### src/rtl/fpu_arbiter.sv
// Two-client round-robin front end for the shared multi-cycle FPU core.
// Issues one operation at a time, returns the result to its owner, and times out hung operations.
module fpu_arbiter #(
    parameter int TIMEOUT = 64,
    parameter int CW      = 16
) (
    input  logic        Clock,
    input  logic        Reset,
    input  logic        req0,
    input  logic [31:0] A0,
    input  logic [31:0] B0,
    input  logic [1:0]  Sel0,
    input  logic [1:0]  round0,
    input  logic        req1,
    input  logic [31:0] A1,
    input  logic [31:0] B1,
    input  logic [1:0]  Sel1,
    input  logic [1:0]  round1,
    output logic        gnt0,
    output logic        gnt1,
    output logic        rsp_valid0,
    output logic        rsp_valid1,
    output logic [31:0] rsp_Y,
    output logic        rsp_Error,
    output logic        rsp_Overflow,
    output logic        busy,
    output logic        fpu_start,
    output logic [31:0] fpu_A,
    output logic [31:0] fpu_B,
    output logic [1:0]  fpu_Sel,
    output logic [1:0]  fpu_round,
    input  logic [31:0] fpu_Y,
    input  logic        fpu_Error,
    input  logic        fpu_Overflow,
    input  logic        fpu_done
);

    typedef enum logic [1:0] {IDLE, ISSUE, WAIT, RESP} state_t;

    localparam logic [CW-1:0] WD_LIMIT = CW'(TIMEOUT - 1);

    state_t        state, state_n;
    logic          owner, owner_n;
    logic          last, last_n;
    logic [CW-1:0] wd, wd_n;
    logic          pick0, pick1;

    logic          gnt0_n, gnt1_n, rsp_valid0_n, rsp_valid1_n, busy_n, fpu_start_n;
    logic [31:0]   rsp_Y_n, fpu_A_n, fpu_B_n;
    logic          rsp_Error_n, rsp_Overflow_n;
    logic [1:0]    fpu_Sel_n, fpu_round_n;

    always_comb begin
        state_n        = state;
        owner_n        = owner;
        last_n         = last;
        wd_n           = wd;
        gnt0_n         = 1'b0;
        gnt1_n         = 1'b0;
        rsp_valid0_n   = 1'b0;
        rsp_valid1_n   = 1'b0;
        fpu_start_n    = 1'b0;
        fpu_A_n        = fpu_A;
        fpu_B_n        = fpu_B;
        fpu_Sel_n      = fpu_Sel;
        fpu_round_n    = fpu_round;
        rsp_Y_n        = rsp_Y;
        rsp_Error_n    = rsp_Error;
        rsp_Overflow_n = rsp_Overflow;
        // On a tie the client that was not served last wins.
        pick0 = req0 && (!req1 || last);
        pick1 = req1 && (!req0 || !last);

        case (state)
            IDLE: begin
                if (pick0 || pick1) begin
                    owner_n     = pick1;
                    last_n      = pick1;
                    fpu_A_n     = pick1 ? A1 : A0;
                    fpu_B_n     = pick1 ? B1 : B0;
                    fpu_Sel_n   = pick1 ? Sel1 : Sel0;
                    fpu_round_n = pick1 ? round1 : round0;
                    gnt0_n      = pick0;
                    gnt1_n      = pick1;
                    fpu_start_n = 1'b1;
                    state_n     = ISSUE;
                end
            end
            ISSUE: begin
                wd_n    = '0;
                state_n = WAIT;
            end
            WAIT: begin
                // A completion on the watchdog's last cycle still returns the real result.
                if (fpu_done) begin
                    rsp_Y_n        = fpu_Y;
                    rsp_Error_n    = fpu_Error;
                    rsp_Overflow_n = fpu_Overflow;
                    rsp_valid0_n   = !owner;
                    rsp_valid1_n   = owner;
                    state_n        = RESP;
                end else if (wd == WD_LIMIT) begin
                    rsp_Y_n        = '0;
                    rsp_Error_n    = 1'b1;
                    rsp_Overflow_n = 1'b0;
                    rsp_valid0_n   = !owner;
                    rsp_valid1_n   = owner;
                    state_n        = RESP;
                end else begin
                    wd_n = wd + CW'(1);
                end
            end
            RESP: begin
                state_n = IDLE;
            end
            default: begin
                state_n = IDLE;
            end
        endcase

        busy_n = (state_n != IDLE);
    end

    always_ff @(posedge Clock) begin
        if (Reset) begin
            state        <= IDLE;
            owner        <= 1'b0;
            last         <= 1'b1;
            wd           <= '0;
            gnt0         <= 1'b0;
            gnt1         <= 1'b0;
            rsp_valid0   <= 1'b0;
            rsp_valid1   <= 1'b0;
            busy         <= 1'b0;
            fpu_start    <= 1'b0;
            fpu_A        <= '0;
            fpu_B        <= '0;
            fpu_Sel      <= '0;
            fpu_round    <= '0;
            rsp_Y        <= '0;
            rsp_Error    <= 1'b0;
            rsp_Overflow <= 1'b0;
        end else begin
            state        <= state_n;
            owner        <= owner_n;
            last         <= last_n;
            wd           <= wd_n;
            gnt0         <= gnt0_n;
            gnt1         <= gnt1_n;
            rsp_valid0   <= rsp_valid0_n;
            rsp_valid1   <= rsp_valid1_n;
            busy         <= busy_n;
            fpu_start    <= fpu_start_n;
            fpu_A        <= fpu_A_n;
            fpu_B        <= fpu_B_n;
            fpu_Sel      <= fpu_Sel_n;
            fpu_round    <= fpu_round_n;
            rsp_Y        <= rsp_Y_n;
            rsp_Error    <= rsp_Error_n;
            rsp_Overflow <= rsp_Overflow_n;
        end
    end

endmodule

### config.mk
export PLATFORM = sky130hd
export DESIGN_NAME = fpu_arbiter
export DESIGN_NICKNAME = d
export VERILOG_FILES = /design/src/rtl/fpu_arbiter.sv
export SDC_FILE = /design/constraint.sdc
export NUM_CORES = 1
export LEC_CHECK = 0
export CELL_PAD_IN_SITES_DETAIL_PLACEMENT = 0
export CELL_PAD_IN_SITES_GLOBAL_PLACEMENT = 1
export CORE_UTILIZATION = 31
export CTS_BUF_LIST = sky130_fd_sc_hd__clkbuf_8
export DETAILED_ROUTE_END_ITERATION = 8
export PLACE_DENSITY_LB_ADDON = 0.1
export SYNTH_ARGS = -nofsm -noshare
export SYNTH_HDL_FRONTEND = slang
export SYNTH_SLANG_ARGS = --single-unit
### constraint.sdc
create_clock -name Clock -period 5.95 [get_ports Clock]
set_clock_uncertainty 0.05 [all_clocks]
set_input_delay 1.4875 -clock Clock [delete_from_list [all_inputs] [get_ports Clock]]
set_output_delay 1.4875 -clock Clock [all_outputs]
set_load 0.1 [all_outputs]
**After elaboration in Yosys (flattened, before gate mapping)**

Index checks and enable logic that the tools add are counted.

- Bits in registers: 128
- Input bits: 175
- Output and inout bits: 108
- Word-level logic and storage cells: 68

- Add/subtract/negate cells: 1
- Equal/unequal tests: 6
- Multiplexer cells: 22
- Bitwise logic cells: 3
- Reductions and logical operators: 19

Operators with widths:

| cell | number |
|---|---|
| 32-bit two-way mux | 4 |
| 16-bit two-way mux | 2 |
| 16-bit case mux with 2 select lines | 1 |
| 16-bit by 1-bit adder with 16-bit output (second input constant) | 1 |
| 16-bit by 6-bit == test with 1-bit output (second input constant) | 1 |
| 2-bit two-way mux | 5 |
| 1-bit two-way mux | 9 |
| 2-bit case mux with 4 select lines | 1 |
| 2-bit nonzero test | 3 |
| 2-bit == test (second input constant) | 2 |
| 1-bit logical NOT | 4 |
| 2-bit inequality test (second input constant) | 2 |
| 2-bit AND reduction | 2 |
| 2-bit OR reduction | 2 |
| 1-bit logical OR | 3 |
| 1-bit NOT | 3 |
| 3-bit AND reduction | 1 |
| 3-bit OR reduction | 1 |
| 2-bit by 1-bit == test with 1-bit output (second input constant) | 1 |
| 1-bit logical AND | 2 |
| 2-bit logical NOT | 1 |

**Logic depth before layout (Yosys ltp)**

Gate-level depths: netlist of the first run.

- Word-level depth: 7
- Depth in mapped cells: 8

**Least setup slack after synthesis of the first run**

OpenSTA, ideal clock, no wires.

- Kind: input -> register
- Start: in fpu_done
- End: reg wd[13]
- Setup time: 0.115 ns
- Arrival time: 2.570 ns
- Setup slack: 3.216 ns
- Stages on the path: 5
- Path buffers: 0
- Cell sequence: nand4b_1 -> nor4_1 -> nand4_1 -> and3_1 -> o21a_1

- Cells in the longest elaborated chain, start to end: 2

Ends and longest elaborated chain:

| what | RTL line | source |
|---|---|---|
| from (decl) | 35 | `input logic fpu_done` |
| 2-bit inequality test (no line) | - |  |
| 3-bit AND reduction (no line) | - |  |
| to (signal assigned) | 147 | `wd <= wd_n;` |
| to (decl) | 45 | `logic [CW-1:0] wd, wd_n;` |

Every way passes these cells.
A chain may end at the register's enable or synchronous reset.

**Worst setup path after layout of the first run**

- Start: reg fpu_B[9]
- End: out fpu_B[9]

RTL lines:

| what | RTL line | source |
|---|---|---|
| from (decl) | 29 | `output logic [31:0] fpu_B,` |
| from (signal assigned) | 155 | `fpu_B <= fpu_B_n;` |

No word-level cell between the ends.

==> results of run 1 <==
-- cell families (layout without fill, tap and decap cells) --
group                      count (synthesis)  after routing  synth area share
AOI/OAI and AO/OA                        140            140             0.206
adders and majority gates                  5              5            0.0119
buffers and inverters                     49            323            0.0421
DFF                                      128            128             0.487
muxes                                     70             70             0.134
and+or+nand+nor                          140            140             0.119
-- per-layer routing --
layer / global-route usage / vias up / part of all wire
met1: 0.202 / 2315 / 0.38
li1: - / 2466 / -
met3: 0.0861 / 14 / 0.094
met4: 0.0639 / 0 / 0.012
met5: 0 / - / 0
met2: 0.338 / 196 / 0.51
-- flip-flops by register name (all words and copies together), names as in the netlist --
signal	count
wd	16
gnt1	1
fpu_start	1
rsp_Y	32
fpu_A	32
fpu_Sel	2
gnt0	1
last	1
rsp_valid0	1
fpu_B	32
rsp_valid1	1
fpu_round	2
busy	1
state	2
rsp_Overflow	1
owner	1
rsp_Error	1
-- synth_stat cells, types with 4 or more instances --
cell type / instances / share of area
sky130_fd_sc_hd__nor2_1: 81 / 0.058
sky130_fd_sc_hd__nor3_1: 5 / 0.0048
sky130_fd_sc_hd__nor2b_1: 4 / 0.0048
sky130_fd_sc_hd__a211oi_1: 68 / 0.097
sky130_fd_sc_hd__o211ai_1: 5 / 0.0071
sky130_fd_sc_hd__nand3_1: 7 / 0.0067
sky130_fd_sc_hd__clkbuf_1: 25 / 0.018
sky130_fd_sc_hd__nand2b_1: 5 / 0.0059
sky130_fd_sc_hd__mux2i_1: 68 / 0.13
sky130_fd_sc_hd__ha_1: 5 / 0.012
sky130_fd_sc_hd__inv_1: 8 / 0.0057
sky130_fd_sc_hd__dfxtp_1: 128 / 0.49
sky130_fd_sc_hd__a21oi_1: 7 / 0.0067
sky130_fd_sc_hd__buf_2: 9 / 0.0086
sky130_fd_sc_hd__nand2_1: 19 / 0.014
sky130_fd_sc_hd__o21ai_0: 7 / 0.0067
sky130_fd_sc_hd__a22o_1: 33 / 0.055
-- power breakdown --
part / switching [W] / internal, W
logic: 0.00215 / 0.000712
registers: 0.000122 / 0.00109
clock network: 0.000341 / 0.000471
total: 0.00262 / 0.00227
-- layout make-up --
| cell class | count | area [um2] | area share |
|---|---|---|---|
| clock inverters | 11 | 164 | 0.0190 |
| inverters | 8 | 30.0 | 0.00348 |
| clock buffers | 19 | 262 | 0.0303 |
| flip-flops and latches | 128 | 2560 | 0.297 |
| well taps | 220 | 275 | 0.0319 |
| multi-input cells | 355 | 2490 | 0.288 |
| repair buffers | 285 | 2860 | 0.330 |
-- path summary, 6_finish.rpt --
| check | startpoint | end | cells past startpoint |
|---|---|---|---|
| setup / recovery | fpu_B[9] | fpu_B[9] | 1 |
| setup reg to reg | state[0] | rsp_Y[6] | 5 |
| hold / removal | owner | rsp_valid0 | 1 |
| hold reg to reg | owner | rsp_valid0 | 1 |
-- per-stage QoR --
step / setup WS (ps) / hold slack (ps) / cells / area (um2) / util
6_report: 2460 / 384 / 1026 / 8640 / 0.521
5_1_grt: 2370 / 406 / 1026 / 8640 / 0.521
4_1_cts: 2400 / 385 / 1026 / 8640 / 0.521
3_5_place_dp: 2010 / 374 / 996 / 8220 / 0.495
3_3_place_gp: 2090 / 376 / 996 / 8220 / 0.495
2_1_floorplan: 3220 / 354 / 532 / 5260 / -
==> results_dict.tcl, run 1 <==
set metrics [dict create \
    run_status "complete, no violations" \
    synth-edff-count 0 \
    p_per_area_mw_per_mm2 566 \
    finalWeightedCongestion 0.811 \
    grt_pass1_vias 4916 \
    power.leakage_nw 3.23 \
    cp_slowest_cell "sky130_fd_sc_hd__clkdlybuf4s50_1" \
    syn2layout_area_growth_pct 64.4 \
    worst-path-buf-inv 1 \
    worst_hold_path_type "reg -> reg" \
    synth_flop_cell "sky130_fd_sc_hd__dfxtp_1" \
    crit_required_ps 4410 \
    ir_drop_uv 409 \
    ys_seq_elements 128 \
    drt-initial-drc-count 160 \
    slew_violations 0 \
    fin_crit_ps 3490 \
    io-pin-count 283 \
    arrival_ps 1950 \
    post_cts_resize_count 0 \
    worst-path-max-fanout 2 \
    asyncSetResetFlopFracSynth 0 \
    drive_gt1_frac 0.0533 \
    postRouteAntennaNets 0 \
    hold_buffers 0 \
    mappedNetlistNets 712 \
    start_util 0.317 \
    grt_max_degree 85 \
    period_share 0.587 \
    syn_avg_cell_area_um2 9.88 \
    ctsHtreeMaxLevel 4 \
    antenna_violations_before_repair 0 \
    design.die.area_mm2 0.0175 \
    grt_remaining_overflow 0 \
    layout.cells.most_common_list "sky130_fd_sc_hd__clkdlybuf4s50_1, sky130_fd_sc_hd__dfxtp_1, sky130_fd_sc_hd__nor2_1, sky130_fd_sc_hd__mux2i_1, sky130_fd_sc_hd__a211oi_1" \
    core-area_mm2 0.0166 \
    hold_violations 0 \
    cts.root.buffer_cell "sky130_fd_sc_hd__clkbuf_8" \
    die_width_um 132 \
    total_of_warnings_raised_by_yosys 0 \
    cts_tree "yes" \
    crit_path_end_kind "output pin" \
    grt_pass1_wl_um 26000 \
    filler_cell_count 1505 \
    cts_setup_buffers 0 \
    clkSlewWorstSetupHoldPaths_ps 70 \
    cp-start-kind "flip-flop" \
    ys_seq_area_frac 0.487 \
    max_cap_viol_count 0 \
    worst_pin_slew_ps 1190 \
    wl_um 16600 \
    post_synth_inst_count 532 \
    nets 975 \
    syn-cell-area_mm2 0.00526 \
    route.detailed.wl_per_inst_um 16.2 \
    clock_sinks 128 \
    detailed_place_hpwl_um 12200 \
    grt_usage 0.191 \
    detail_route.vias_per_cell 4.86 \
    maxClockFrequency_ghz 0.286 \
    clock_buffer_count_from_cts 17 \
    dr_vias 4991 \
    finalPower_w 0.00489 \
    rsz0062_at_grt "false" \
    yosysUniqueCellTypes 47 \
    timing_worst_setup_path_type "reg -> out" \
    totalNegativeSetupSlack_ps 0 \
    worst_case_clock_buffer_depth 2 \
    crit_path_cell_trace "clkdlybuf4s50_1" \
    place.port_buffers 282 \
    clk-insertion-delay-late_ps 440 \
    num_antenna_cells 0 \
    floorplan.rows 47 \
    critical_path.top_delay_family "buffers and inverters" \
    layout_commonest_cell "sky130_fd_sc_hd__clkdlybuf4s50_1" \
    die_y_um 132 \
    setup_viol 0 \
    drc 0 \
    timing.reg2reg.setup_slack_ps 3230 \
    cp_slowest_stage_delay_ps 1170 \
    timing.slew.headroom 0.209 \
    dr.pass1.iters 4 \
]
No activity file was read; power rests on OpenSTA's default activity.
==> inputs of run 2 (changes only) <==
CORE_UTILIZATION = 29   (was 31)
clock period = 3.5 ns   (was 5.95 ns; I/O delays follow)
==> run 2 against run 1 <==
  * Hold slack gained 50 ps
  * Routed wire length down 0.49%
  * Die area rose by 6.8%
  * Via count shrank 2.0%
  * Clock-buffer cell count fell by 1
  * Sequential power is 71% higher
  * Non-clock buffer count rose by 3
  * Critical endpoint is now rsp_Y[4]
  * Cell count increased by 0.97%
==> results_dict.tcl, run 2 (synthesis results as in run 1) <==
set metrics [dict create \
    met3_track_usage_gr 0.0859 \
    filler_cell_count 1612 \
    io-pin-count 283 \
    grt_pass1_vias 4872 \
    cts.root.buffer_cell "sky130_fd_sc_hd__clkbuf_8" \
    totalNegativeSetupSlack_ps 0 \
    die_y_um 137 \
    floorplan.rows 48 \
    design.die.area_mm2 0.0187 \
    crit_required_ps 3820 \
    grt_util_met1 0.189 \
    postLayoutCoreUtil 0.481 \
    timing.slew.headroom 0.184 \
    worst_pin_slew_ps 1220 \
    dr.pass1.iters 4 \
    route.detailed.wl_per_inst_um 15.9 \
    worst_case_clock_buffer_depth 2 \
    p_int_w 0.00363 \
    die_width_um 137 \
    ctsHtreeMaxLevel 4 \
    finish.cell_count_without_fillers 1036 \
    timing_worst_setup_path_type "reg -> reg" \
    hold_buffers 0 \
    p_per_area_mw_per_mm2 969 \
    finalWeightedCongestion 0.810 \
    clock_buffer_count_from_cts 17 \
    grt_remaining_overflow 0 \
    run_status "complete, no violations" \
    clock_power_share 0.160 \
    worst_hold_path_type "reg -> reg" \
    antenna_violations_before_repair 0 \
    rsz0062_at_grt "false" \
    grt_usage 0.177 \
    maxClockFrequency_ghz 0.362 \
    period_share 0.789 \
    drive_gt1_frac 0.192 \
    hold_violations 0 \
    layout_commonest_cell "sky130_fd_sc_hd__clkdlybuf4s50_1" \
    power.combinational.fraction 0.586 \
    core-area_mm2 0.0175 \
    setup_viol 0 \
    crit_path_end_kind "flip-flop" \
    finalHoldWorstSlack_ps 435 \
    dr_vias 4893 \
    fin_crit_ps 2760 \
    grt_max_degree 55 \
    syn2layout_area_growth_pct 59.8 \
    ir_drop_uv 570 \
    wl_um 16500 \
    reg_top3 "fpu_A: 32 flops, fpu_B: 32 flops, rsp_Y: 32 flops" \
    power.share.sequential 0.254 \
    worst-path-max-fanout 33 \
    cp-start-kind "flip-flop" \
    place.port_buffers 282 \
    cts_setup_buffers 0 \
    clkSlewWorstSetupHoldPaths_ps 80 \
    clk-insertion-delay-late_ps 430 \
    postRouteAntennaNets 0 \
    power.leakage_nw 3.41 \
    sw_frac_of_total 0.554 \
    gr-max-usage-layer "met2" \
    cts_tree "yes" \
    drt-initial-drc-count 194 \
    post_cts_resize_count 0 \
    clock_sinks 128 \
    post-place-cells 1004 \
    arrival_ps 3080 \
    max_cap_viol_count 0 \
    grt_pass1_wl_um 25100 \
    num_antenna_cells 0 \
    start_util 0.301 \
    netSwitchingPower_w 0.00451 \
    slew_violations 0 \
    drc 0 \
    detail_route.vias_per_cell 4.72 \
    nets 978 \
    detailed_place_hpwl_um 12400 \
    globalRouteMet2Util 0.307 \
    layout.cells.most_common_list "sky130_fd_sc_hd__clkdlybuf4s50_1, sky130_fd_sc_hd__dfxtp_1, sky130_fd_sc_hd__buf_4, sky130_fd_sc_hd__nor2_1" \
]
==> run 2: cell count changes in the layout (fill, tap and decap cells not counted) <==
cell	previous run	this run
sky130_fd_sc_hd__buf_4	3	111
sky130_fd_sc_hd__clkdlybuf4s50_1	281	173
sky130_fd_sc_hd__clkinv_2	4	0
sky130_fd_sc_hd__clkinvlp_4	2	6
sky130_fd_sc_hd__inv_6	0	3
sky130_fd_sc_hd__buf_12	1	3
sky130_fd_sc_hd__bufinv_16	4	2
sky130_fd_sc_hd__clkinv_4	1	3
sky130_fd_sc_hd__buf_2	0	1
sky130_fd_sc_hd__clkbuf_8	19	18
==> run 2: metal layers <==
metal,wire (um),part of all wire
met5,0,0
met4,241,0.015
met3,1640,0.099
met2,8260,0.50
met1,6370,0.39
==> run 2: layout make-up <==
cell class | count | area [um2] | share of cell area
multi-input combinational | 355 | 2490 | 0.297
clock inverter | 14 | 158 | 0.0188
inverter | 8 | 30.0 | 0.00357
tap | 225 | 282 | 0.0335
sequential | 128 | 2560 | 0.305
clock buffer | 18 | 248 | 0.0295
timing repair buffer | 288 | 2630 | 0.313
==> run 2: path summary, 6_finish.rpt <==
check | to | slack, ps | depth (start not counted) | from
worst max-delay path | rsp_Y[4] | 740 | 5 | state[0]
worst min-delay path | rsp_Y[24] | 430 | 1 | rsp_Y[24]
worst max register to register | rsp_Y[4] | 740 | 5 | state[0]
worst min register to register | rsp_Y[24] | 430 | 1 | rsp_Y[24]
==> run 2: through the flow <==
| step | worst slack, ps | instance area [um2] | power (W) |
|---|---|---|---|
| 2_1_floorplan | 1380 | 5260 | 0.00577 |
| 3_3_place_gp | 641 | 8000 | 0.00687 |
| 4_1_cts | 680 | 8400 | 0.00822 |
| 5_1_grt | 543 | 8400 | 0.00854 |
| 3_5_place_dp | 645 | 8000 | 0.00690 |
| 6_report | 738 | 8400 | 0.00814 |
==> run 2: worst max-delay path: stages, from the launching register on <==
cell	delay, ps
sky130_fd_sc_hd__dfxtp_1	340
sky130_fd_sc_hd__inv_1	110
sky130_fd_sc_hd__ha_1	470
sky130_fd_sc_hd__nor2b_1	430
sky130_fd_sc_hd__and2_1	1010
sky130_fd_sc_hd__a22o_1	270
==> run 2: power by group through the flow <==
stage	registers [W]	logic [W]	clock network (W)
3_5_place_dp	0.00210	0.00480	0
5_1_grt	0.00212	0.00499	0.00143
2_1_floorplan	0.00472	0.00106	0
6_report	0.00207	0.00477	0.00130
4_1_cts	0.00207	0.00480	0.00134
3_3_place_gp	0.00208	0.00478	0
==> inputs of run 3 (changes only) <==
clock period = 2.8 ns   (was 3.5 ns; I/O delays follow)
==> run 3 against run 2 <==
  * Via count rose by 0.59%
  * Clock power rose by 25%
  * Register-to-register slack got worse by 300 ps
  * Maximum frequency rose by 17%
  * Combinational power rose by 28%
  * Global-route usage fell by 0.11 points
  * Critical endpoint is now rsp_Y[10]
  * Largest cell class unchanged
==> results_dict.tcl, run 3 (synthesis results as in run 1) <==
set metrics [dict create \
    run_status "complete, no violations" \
    dr_vias 4922 \
    nets 987 \
    reg2regPathDepth 7 \
    syn2layout_area_growth_pct 62.0 \
    timing_worst_setup_path_type "reg -> reg" \
    grt_remaining_overflow 0 \
    drc 0 \
    cts.root.buffer_cell "sky130_fd_sc_hd__clkbuf_8" \
    detailed_place_hpwl_um 12500 \
    ir_drop_uv 579 \
    rsz0062_at_grt "false" \
    route.detailed.wl_per_inst_um 15.7 \
    r2r_end "rsp_Y[10]" \
    timing.hold.worst_path_depth 1 \
    arrival_ps 2630 \
    fin_crit_ps 2360 \
    cts_tree "yes" \
    grt_pass1_wl_um 25100 \
    detailed_place.area_mm2 0.00811 \
    clk-insertion-delay-late_ps 420 \
    power.leakage_nw 3.48 \
    timing.reg2reg.setup_slack_ps 440 \
    drt-initial-drc-count 195 \
    worst_case_clock_buffer_depth 2 \
    crit_path_end_kind "flip-flop" \
    holdPathEnd "rsp_valid0" \
    post_cts_resize_count 0 \
    rr_startpoint "wd[0]" \
    reg_top3 "fpu_A: 32 flops, fpu_B: 32 flops, rsp_Y: 32 flops" \
    worst_hold_path_type "reg -> reg" \
    worst_pin_slew_ps 1220 \
    clock_sinks 128 \
    cp_slowest_stage_delay_ps 440 \
    maxClockFrequency_ghz 0.423 \
    hold_violations 0 \
    period_share 0.844 \
    finalWeightedCongestion 0.869 \
    die_y_um 137 \
    crit_path_cell_trace "ha_1 > nand3_2 > or3_4 > o21bai_4 > a21oi_4 > buf_4 > a22o_1" \
    setup_viol 0 \
    max_cap_viol_count 0 \
    ctsHtreeMaxLevel 4 \
    worst_hold_startpoint "owner" \
    detail_route.vias_per_cell 4.71 \
    wl_um 16400 \
    design.die.area_mm2 0.0187 \
    finalInstanceArea_mm2 0.00852 \
    floorplan.rows 48 \
    worst-path-max-fanout 33 \
    drive_gt1_frac 0.201 \
    grt_pass1_vias 4884 \
    place.port_buffers 282 \
    crit_required_ps 3070 \
    antenna_violations_before_repair 0 \
    io-pin-count 283 \
    p_per_area_mw_per_mm2 1210 \
    die_width_um 137 \
    finalPower_w 0.0103 \
    grt_max_degree 60 \
    cp_slowest_cell "sky130_fd_sc_hd__or3_4" \
    totalNegativeSetupSlack_ps 0 \
    cp-start-kind "flip-flop" \
    slew_violations 0 \
    num_antenna_cells 0 \
    layout.cells.most_common_list "sky130_fd_sc_hd__clkdlybuf4s50_1, sky130_fd_sc_hd__dfxtp_1, sky130_fd_sc_hd__buf_4, sky130_fd_sc_hd__nor2_1" \
    worst-path-buf-inv 1 \
    start_util 0.301 \
    hold_buffers 0 \
    core-area_mm2 0.0175 \
    grt_usage 0.176 \
    timing.slew.headroom 0.184 \
    layout_commonest_cell "sky130_fd_sc_hd__clkdlybuf4s50_1" \
    postRouteAntennaNets 0 \
    clock_buffer_count_from_cts 17 \
    critical_path.top_delay_family "compound AO/OA/AOI/OAI gates" \
    cts_setup_buffers 0 \
    clkSlewWorstSetupHoldPaths_ps 80 \
    dr.pass1.iters 4 \
]
## run 3: cell types whose count changed in the layout (fill, tap and decap cells not counted)
| cell | delta |
|---|---|
| sky130_fd_sc_hd__buf_4 | +5 |
| sky130_fd_sc_hd__buf_12 | +4 |
| sky130_fd_sc_hd__clkinvlp_4 | -2 |
| sky130_fd_sc_hd__inv_6 | +2 |
| sky130_fd_sc_hd__clkinv_2 | +1 |
| sky130_fd_sc_hd__clkinv_4 | -1 |
## run 3: layout make-up
class,count,area (um2)
Clock buffer,18,248
Clock inverter,14,156
Fill cell,1607,8960
Inverter,8,30.0
Multi-Input combinational cell,355,2490
Sequential cell,128,2560
Tap cell,225,282
Timing Repair Buffer,297,2750
## run 3: metal layers
metal / global-route usage / vias to the layer above / share of wire
met5: 0 / - / 0
met4: 0.0580 / 0 / 0.018
met3: 0.0774 / 17 / 0.097
met2: 0.303 / 196 / 0.49
met1: 0.191 / 2209 / 0.39
li1: - / 2500 / -
## run 3: worst register-to-register path, stage by stage, from the launching register on
cell and delay, ps:
sky130_fd_sc_hd__dfxtp_1 410, sky130_fd_sc_hd__ha_1 230, sky130_fd_sc_hd__nand3_2 160, sky130_fd_sc_hd__or3_4 440
sky130_fd_sc_hd__o21bai_4 320, sky130_fd_sc_hd__a21oi_4 90, sky130_fd_sc_hd__buf_4 270, sky130_fd_sc_hd__a22o_1 290
## run 3: stage by stage
| stage | cells | setup slack, ps | hold slack [ps] | util |
|---|---|---|---|---|
| 2_1_floorplan | 532 | 843 | 354 | - |
| 3_3_place_gp | 1013 | 221 | 413 | 0.464 |
| 3_5_place_dp | 1013 | 141 | 417 | 0.464 |
| 4_1_cts | 1045 | 436 | 430 | 0.487 |
| 5_1_grt | 1045 | 257 | 459 | 0.487 |
| 6_report | 1045 | 437 | 427 | 0.487 |
## run 3: power by group
group | total, W | switching [W] | internal [W]
sequential | 0.00258 | 0.000268 | 0.00232
combinational | 0.00610 | 0.00459 | 0.00151
clock | 0.00162 | 0.000795 | 0.000830
total | 0.0103 | 0.00565 | 0.00466
## run 3: worst max path at each step
| stage | from | to | slack [ps] | cells after the start |
|---|---|---|---|---|
| finish | wd[0] | rsp_Y[10] | 440 | 7 |
| detailed placement | fpu_done | rsp_Y[30] | 140 | 4 |
| CTS | state[0] | rsp_Y[10] | 440 | 5 |
| global placement | fpu_done | wd[13] | 220 | 6 |
| global route | state[0] | rsp_Y[10] | 260 | 5 |
| floorplan | state[0] | wd[13] | 840 | 8 |
